[src/rtl/writeback_stage.sv]
// ============================================================================
// Module   : writeback_stage
// Purpose  : RV64 write-back stage: RF/CSR write data, redirect, trap request.
// Revision : 1.0 - initial release
// ============================================================================
`default_nettype none

module writeback_stage (
  input  logic        CLK,
  input  logic        RESET,
  input  logic [63:0] WB_NPC,
  input  logic [63:0] WB_MEM_RESULT,
  input  logic [63:0] WB_ALU_RESULT,
  input  logic [31:0] WB_IR,
  input  logic        WB_PC_MUX,
  input  logic        WB_V,
  input  logic [63:0] WB_CSRFD,
  input  logic [63:0] WB_RFD,
  input  logic [4:0]  WB_DRID,
  input  logic        WB_ECALL,
  input  logic        FE_IAM,
  input  logic        FE_IAF,
  input  logic        FE_II,
  input  logic        MEM_LAM,
  input  logic        MEM_LAF,
  input  logic        MEM_SAM,
  input  logic        MEM_SAF,
  input  logic        TIMER,
  input  logic        EXTERNAL,
  input  logic        PRIVILEGE,
  output logic [63:0] WB_RF_DATA,
  output logic [63:0] WB_CSR_DATA,
  output logic [63:0] WB_BR_JMP_TARGET,
  output logic [4:0]  WB_DRID_OUT,
  output logic        WB_PC_MUX_OUT,
  output logic [63:0] WB_IR_OUT,
  output logic        WB_ST_REG,
  output logic        WB_ST_CSR,
  output logic [63:0] WB_CAUSE,
  output logic        WB_CS
);

  localparam logic [6:0] c_OP_IMM    = 7'b0010011;
  localparam logic [6:0] c_OP        = 7'b0110011;
  localparam logic [6:0] c_OP_IMM_32 = 7'b0011011;
  localparam logic [6:0] c_OP_32     = 7'b0111011;
  localparam logic [6:0] c_LUI       = 7'b0110111;
  localparam logic [6:0] c_AUIPC     = 7'b0010111;
  localparam logic [6:0] c_LOAD      = 7'b0000011;
  localparam logic [6:0] c_JAL       = 7'b1101111;
  localparam logic [6:0] c_JALR      = 7'b1100111;
  localparam logic [6:0] c_BRANCH    = 7'b1100011;
  localparam logic [6:0] c_SYSTEM    = 7'b1110011;

  localparam logic [63:0] c_INT_BIT  = 64'h8000_0000_0000_0000;

  logic [6:0]  w_opcode;
  logic [2:0]  w_funct3;
  logic [4:0]  w_rs1;
  logic [63:0] w_csr_src;

  logic [63:0] w_rf_data;
  logic [63:0] w_target;
  logic [63:0] w_csr_calc;
  logic        w_rd_write;
  logic        w_csr_write;
  logic        w_redirect;

  logic        w_trap;
  logic [63:0] w_cause;

  logic [63:0] rf_data_d,  rf_data_q;
  logic [63:0] csr_data_d, csr_data_q;
  logic [63:0] target_d,   target_q;
  logic [4:0]  drid_d,     drid_q;
  logic        pc_mux_d,   pc_mux_q;
  logic [63:0] ir_d,       ir_q;
  logic        st_reg_d,   st_reg_q;
  logic        st_csr_d,   st_csr_q;
  logic [63:0] cause_d,    cause_q;
  logic        cs_d,       cs_q;

  assign w_opcode  = WB_IR[6:0];
  assign w_funct3  = WB_IR[14:12];
  assign w_rs1     = WB_IR[19:15];
  // funct3[2] selects the zero-extended immediate form of the Zicsr ops
  assign w_csr_src = w_funct3[2] ? {59'b0, w_rs1} : WB_RFD;

  always_comb begin
    w_rf_data   = WB_ALU_RESULT;
    w_target    = WB_ALU_RESULT;
    w_csr_calc  = 64'b0;
    w_rd_write  = 1'b0;
    w_csr_write = 1'b0;
    w_redirect  = 1'b0;
    case (w_opcode)
      c_OP_IMM, c_OP, c_OP_IMM_32, c_OP_32, c_LUI, c_AUIPC: begin
        w_rd_write = 1'b1;
      end
      c_LOAD: begin
        w_rf_data  = WB_MEM_RESULT;
        w_rd_write = 1'b1;
      end
      c_JAL: begin
        w_rf_data  = WB_NPC;
        w_rd_write = 1'b1;
        w_redirect = 1'b1;
      end
      c_JALR: begin
        w_rf_data  = WB_NPC;
        w_rd_write = 1'b1;
        w_redirect = 1'b1;
        w_target   = {WB_ALU_RESULT[63:1], 1'b0};
      end
      c_BRANCH: begin
        w_redirect = WB_PC_MUX;
      end
      c_SYSTEM: begin
        if (w_funct3 != 3'b000) begin
          w_rf_data  = WB_CSRFD;
          w_rd_write = 1'b1;
          case (w_funct3[1:0])
            2'b01: begin
              w_csr_calc  = w_csr_src;
              w_csr_write = 1'b1;
            end
            2'b10: begin
              w_csr_calc  = WB_CSRFD | w_csr_src;
              w_csr_write = (w_rs1 != 5'd0);
            end
            2'b11: begin
              w_csr_calc  = WB_CSRFD & ~w_csr_src;
              w_csr_write = (w_rs1 != 5'd0);
            end
            default: begin
              w_csr_calc  = 64'b0;
              w_csr_write = 1'b0;
            end
          endcase
        end
      end
      default: begin
        w_rd_write = 1'b0;
      end
    endcase
  end

  // Interrupts outrank synchronous exceptions; only the winner is reported
  always_comb begin
    w_trap  = WB_V;
    w_cause = 64'd0;
    if (!WB_V) begin
      w_trap  = 1'b0;
    end else if (EXTERNAL) begin
      w_cause = c_INT_BIT | 64'd11;
    end else if (TIMER) begin
      w_cause = c_INT_BIT | 64'd7;
    end else if (FE_IAF) begin
      w_cause = 64'd1;
    end else if (FE_II) begin
      w_cause = 64'd2;
    end else if (FE_IAM) begin
      w_cause = 64'd0;
    end else if (WB_ECALL) begin
      w_cause = PRIVILEGE ? 64'd11 : 64'd8;
    end else if (MEM_SAM) begin
      w_cause = 64'd6;
    end else if (MEM_LAM) begin
      w_cause = 64'd4;
    end else if (MEM_SAF) begin
      w_cause = 64'd7;
    end else if (MEM_LAF) begin
      w_cause = 64'd5;
    end else begin
      w_trap  = 1'b0;
    end
  end

  always_comb begin
    rf_data_d  = w_rf_data;
    target_d   = w_target;
    drid_d     = WB_DRID;
    ir_d       = {32'b0, WB_IR};
    cause_d    = w_cause;
    cs_d       = w_trap;
    csr_data_d = w_trap ? (WB_NPC - 64'd4) : w_csr_calc;
    st_reg_d   = WB_V & w_rd_write & (WB_DRID != 5'd0) & ~w_trap;
    st_csr_d   = WB_V & w_csr_write & ~w_trap;
    pc_mux_d   = WB_V & w_redirect & ~w_trap;
  end

  always_ff @(posedge CLK or negedge RESET) begin
    if (!RESET) begin
      rf_data_q  <= 64'b0;
      csr_data_q <= 64'b0;
      target_q   <= 64'b0;
      drid_q     <= 5'b0;
      pc_mux_q   <= 1'b0;
      ir_q       <= 64'b0;
      st_reg_q   <= 1'b0;
      st_csr_q   <= 1'b0;
      cause_q    <= 64'b0;
      cs_q       <= 1'b0;
    end else begin
      rf_data_q  <= rf_data_d;
      csr_data_q <= csr_data_d;
      target_q   <= target_d;
      drid_q     <= drid_d;
      pc_mux_q   <= pc_mux_d;
      ir_q       <= ir_d;
      st_reg_q   <= st_reg_d;
      st_csr_q   <= st_csr_d;
      cause_q    <= cause_d;
      cs_q       <= cs_d;
    end
  end

  assign WB_RF_DATA       = rf_data_q;
  assign WB_CSR_DATA      = csr_data_q;
  assign WB_BR_JMP_TARGET = target_q;
  assign WB_DRID_OUT      = drid_q;
  assign WB_PC_MUX_OUT    = pc_mux_q;
  assign WB_IR_OUT        = ir_q;
  assign WB_ST_REG        = st_reg_q;
  assign WB_ST_CSR        = st_csr_q;
  assign WB_CAUSE         = cause_q;
  assign WB_CS            = cs_q;

endmodule

`default_nettype wire

[config.mk]
export PLATFORM = sky130hd
export DESIGN_NAME = writeback_stage
export DESIGN_NICKNAME = d
export VERILOG_FILES = /design/src/rtl/writeback_stage.sv
export SDC_FILE = /design/constraint.sdc
export NUM_CORES = 1
export LEC_CHECK = 0
export CAP_MARGIN = 5
export CELL_PAD_IN_SITES_DETAIL_PLACEMENT = 1
export CELL_PAD_IN_SITES_GLOBAL_PLACEMENT = 2
export CORE_AREA = 5 5 267 269
export CTS_BUF_LIST = sky130_fd_sc_hd__clkbuf_8
export DETAILED_ROUTE_END_ITERATION = 8
export DIE_AREA = 0 0 272 274
export HOLD_SLACK_MARGIN = 0.02
export PLACE_DENSITY_LB_ADDON = 0.1
export SKIP_LAST_GASP = 1
export SLEW_MARGIN = 20
export SYNTH_ARGS = -nofsm -noshare
export SYNTH_HDL_FRONTEND = slang
export SYNTH_SLANG_ARGS = --single-unit
[constraint.sdc]
create_clock -name CLK -period 0.8 [get_ports CLK]
set_clock_uncertainty 0.05 [all_clocks]
set_input_delay 0.16 -clock CLK [delete_from_list [all_inputs] [get_ports CLK]]
set_output_delay 0.16 -clock CLK [all_outputs]
set_load 0.01 [all_outputs]
---- After elaboration in Yosys (flattened, before gate mapping) ----
Index checks and enable logic that the tools add are counted.
word-level totals
  bits in registers ....................... 297
  logic and storage cells ................. 79
cells by class
  add/subtract/negate cells ............... 1
  eq/ne operators ......................... 14
  multiplexer cells ....................... 37
  bitwise logic cells ..................... 11
  reduce and logical (&&, ||, !) cells .... 6
operator list
  kind                                                                   number
  64-bit 2-to-1 mux                                                      8
  64-bit case mux with 3 select lines                                    2
  64-bit AND                                                             1
  64-bit inverter                                                        1
  64-bit OR                                                              1
  64-bit by 3-bit subtractor with 64-bit output, second input constant   1
  7-bit equality test, second input constant                             4
  7-bit by 5-bit equality test with 1-bit output, second input constant  3
  7-bit by 6-bit equality test with 1-bit output, second input constant  3
  4-bit 2-to-1 mux                                                       4
  1-bit 2-to-1 mux                                                       15
  3-bit 2-to-1 mux                                                       4
  5-bit nonzero test                                                     2
  9-bit OR reduction                                                     1
  1-bit AND                                                              7
  7-bit by 2-bit equality test with 1-bit output, second input constant  1
  1-bit case mux with 2 select lines                                     3
  2-bit equality test, second input constant                             2
  2-bit OR reduction                                                     2
  3-bit nonzero test                                                     1
  2-bit by 1-bit equality test with 1-bit output, second input constant  1
  2-bit 2-to-1 mux                                                       1
  1-bit inverter                                                         1

---- Logic depth before layout (Yosys ltp) ----
  depth after elaboration ................. 13
  depth in mapped cells ................... 8
  gate-level depth less buffers ........... 7

---- Worst setup path before layout ----
OpenSTA, ideal clock, no wires.
  path type ............................... input-to-reg
  start point ............................. input WB_NPC[14]
  end point ............................... register csr_data_q[52], in the netlist WB_CSR_DATA[52]
  arrival time ............................ 2.137 ns
  slack ................................... -1.474 ns
  stages .................................. 5
  cells stage by stage .................... or4_4 -> or4b_4 -> or3_4 -> or4_1 -> o211ai_1
between the ends
  cells in the longest elaborated chain, start to end .. 2
RTL lines
  what                                           line  text
  start: declaration                             11    input logic [63:0] WB_NPC,
  64-bit by 3-bit subtractor with 64-bit output  186   csr_data_d = w_trap ? (WB_NPC - 64'd4) : w_csr_calc;
  64-bit 2-to-1 mux                              186
  via csr_data_d[52]                             73    logic [63:0] csr_data_d, csr_data_q;
  end signal: assignment                         206   csr_data_q <= csr_data_d;
  end: declaration                               73
The timed path passes the listed nets, and every way through them passes these cells.

---- Final worst setup path ----
  start point ............................. input WB_NPC[14]
  end point ............................... register csr_data_q[54], in the netlist WB_CSR_DATA[54]
The elaborated chain is that of the path after synthesis.

==> results.tsv <==
metric	value	unit
status	finished with violations	
drt-wirelength-per-cell	27.1	um
die_area	74500	um^2
place.detailed.hpwl	60.6	mm
synthCells	1138	
fmax	501	MHz
crit_path_top_delay_cell	or4_4	
rows	96	
postSynthAreaPerCell	10.4	um^2
htreeDepth	2	
worstSetupEndpointType	flop	
start_util	17.3	%
yosysWarningCount	0	
sequential_cell_area	5960	um^2
static-leakage-power	11.5	nW
detail_route.iter0.violations	496	
final.hold.worst_slack	-0.0285	ns
period_utilisation_layout	249	%
ioPinCount	701	
max-clock-path-buffers	3	
grt_first_pass_wirelength	117	mm
final_hold_viol_count	7	
layout_commonest_cell	clkdlybuf4s50_1	
synth_async_sr_flop_share	100	%
period_needed	1.99	ns
buffer_ports.inserted	609	
setup-violations-final	378	
fillerInstances	7497	
synthToLayoutAreaGrowth	119	%
clock-sinks	238	
number_of_global_route_vias_before_repair	15500	
grt_max_degree	47	
final.setup.worst_slack	-1.19	ns
final-max-slew-violation-count	0	
wl_met1	33.0	mm
critPathKind	input pin to flop	
grt_overflow	0	
grtUsageTotal	21.5	%
clockRootBuffer	clkbuf_8	
gp_congestion	0.798	
timing.critical_path.required	1.27	ns
synth_area	11800	um^2
worst_setup_hold_path_clk_slew	0.06	ns
dr_wl_met3	4.71	mm
placement.setup.worst_slack	-2.47	ns
placeableCoreArea	68300	um^2
vdd_drop_max	0.881	mV
route.detailed.vias_per_inst	4.41	
worstSetupStartpoint	WB_NPC[14]	
peak_per_stage_delay_on_the_critical_path	0.53	ns
drt_first_pass_iters	4	
cts_made_buffers	50	
synth_seq_cells	238	
dominantRegCellSynth	dfrtp_1	
area_taken_by_multi_input_logic_gates	6140	um^2
route.met2.wl	44.7	mm
synth.lib_cells_used.distinct	55	
fp.dieH	274	um
min-delay-path-class	input pin to asynchronous set/reset pin	
maxCapViolCount	0	
postRouteWirelength	84.6	mm
antenna_violating_nets_post_route	0	
critical_path.startpoint_type	input pin	
overall_die_width	272	um
dr_total_vias	13800	
cpLargestDelayFamily	simple AND/OR/NAND/NOR gates	
failed_checks	negative hold slack, negative setup slack	
synth_enable_flop_cells	0	
crit_path_max_fanout	5	
route.detailed.drc	0	
power.density	1380	nW/um^2
fraction_of_layout_instances_using_a_drive_strength_above_1	39.3	%
most-common-layout-cells	clkdlybuf4s50_1, dfrtp_1, buf_4, buf_6, dlygate4sd3_1	
route.top_layer_used	met5	
unrepaired_setup_endpoints_after_global_routing	yes	
antenna_found_initial	17	
crit_arrival	2.46	ns
synth_sequential_area_ratio	50.5	%
crit_chain	buf_8 -> buf_6 -> nor4_4 -> buf_4 -> nand4b_1 -> buf_4 -> or4_4 -> or4_4 -> a31oi_4	
tritoncts_clock_tree	built	
num-nets-final	2568	
critical_path.n_buffers_inverters	4	
[routing by layer]
layer | GRT usage [%] | vias to the layer above
met3 | 5.29 | 120
met2 | 39.5 | 443
met1 | 24.7 | 6950
li1 | - | 6271
met4 | 6.45 | 10
met5 | 0 | -
[stage by stage]
step / std cells / util (%) / total power [mW] / instance area (um^2) / setup TNS, ns
5_1_grt: 3126 / 37.8 / 37.5 / 25900 / -263.56
6_report: 3126 / 37.8 / 35.8 / 25900 / -245.44
3_3_place_gp: 2806 / 31.0 / 20.8 / 21200 / -296.14
2_1_floorplan: 1228 / - / 15.4 / 12800 / -110.50
3_5_place_dp: 2806 / 31.0 / 20.8 / 21200 / -298.67
4_1_cts: 3085 / 36.6 / 36.2 / 25000 / -270.22
[synth_stat cells (all sizes together) (32+ instances only)]
library cell	count	area [um^2]
o21ai	48	240
nand3	80	400
a221o	64	641
clkbuf	71	267
o31ai	62	465
a22o	64	562
inv	64	240
buf	103	729
o211ai	63	473
nor2	36	135
nor4	32	213
dfrtp	238	5960
[path summary, 6_finish.rpt]
check / to / cells past startpoint
worst max-delay path: WB_CSR_DATA[54] / 9
worst min-delay path: WB_IR_OUT[24] / 2
max in group asynchronous: WB_BR_JMP_TARGET[28] / 3
min in group CLK: WB_CAUSE[0] / 4
[final cells by class]
cell class                 count  area share [%]
antenna                       10          0.0968
clock buffer                  67            3.57
clock inverter                24           0.523
inverter                      64           0.997
multi-input combinational    752            23.7
sequential                   238            23.0
tap                          882            4.27
timing repair buffer        1089            43.8
[report_power, final]
part           switching, mW  internal (mW)  total [mW]  leakage, nW
registers              0.312           12.7        13.0         2.86
clock network           6.20           7.76        14.0        0.594
logic                   3.96           4.82        8.78         8.00
total                   10.5           25.3        35.8         11.5
[logic make-up (layout without fill, tap and decap cells)]
group / Yosys count / in the layout / synth area share (%)
xor+xnor: 39 / 39 / 2.90
fa+ha+maj: 1 / 1 / 0.106
flops: 238 / 238 / 50.5
simple gates: 271 / 271 / 12.8
other cells: 1 / 101 / 0.0318
buf+inv: 238 / 1244 / 10.5
mux: 8 / 8 / 0.689
compound gates: 342 / 342 / 22.5
[registers in the layout (all words and copies together) (netlist names), 5 cells and up]
signal / flops
WB_IR_OUT: 32
WB_RF_DATA: 64
WB_CAUSE: 5
WB_DRID_OUT: 5
WB_BR_JMP_TARGET: 64
WB_CSR_DATA: 64
[repair_timing]
action / CTS / global route
endpoints found under the setup margin: 374 / 375
hold endpoints to repair: 348 / 28
resized for setup: 1517 / 194
gates cloned: 31 / 4
buffers inserted: 62 / 43
pin swaps: 81 / 81
hold buffers: 99 / 9
No activity file was read; power rests on OpenSTA's default activity.
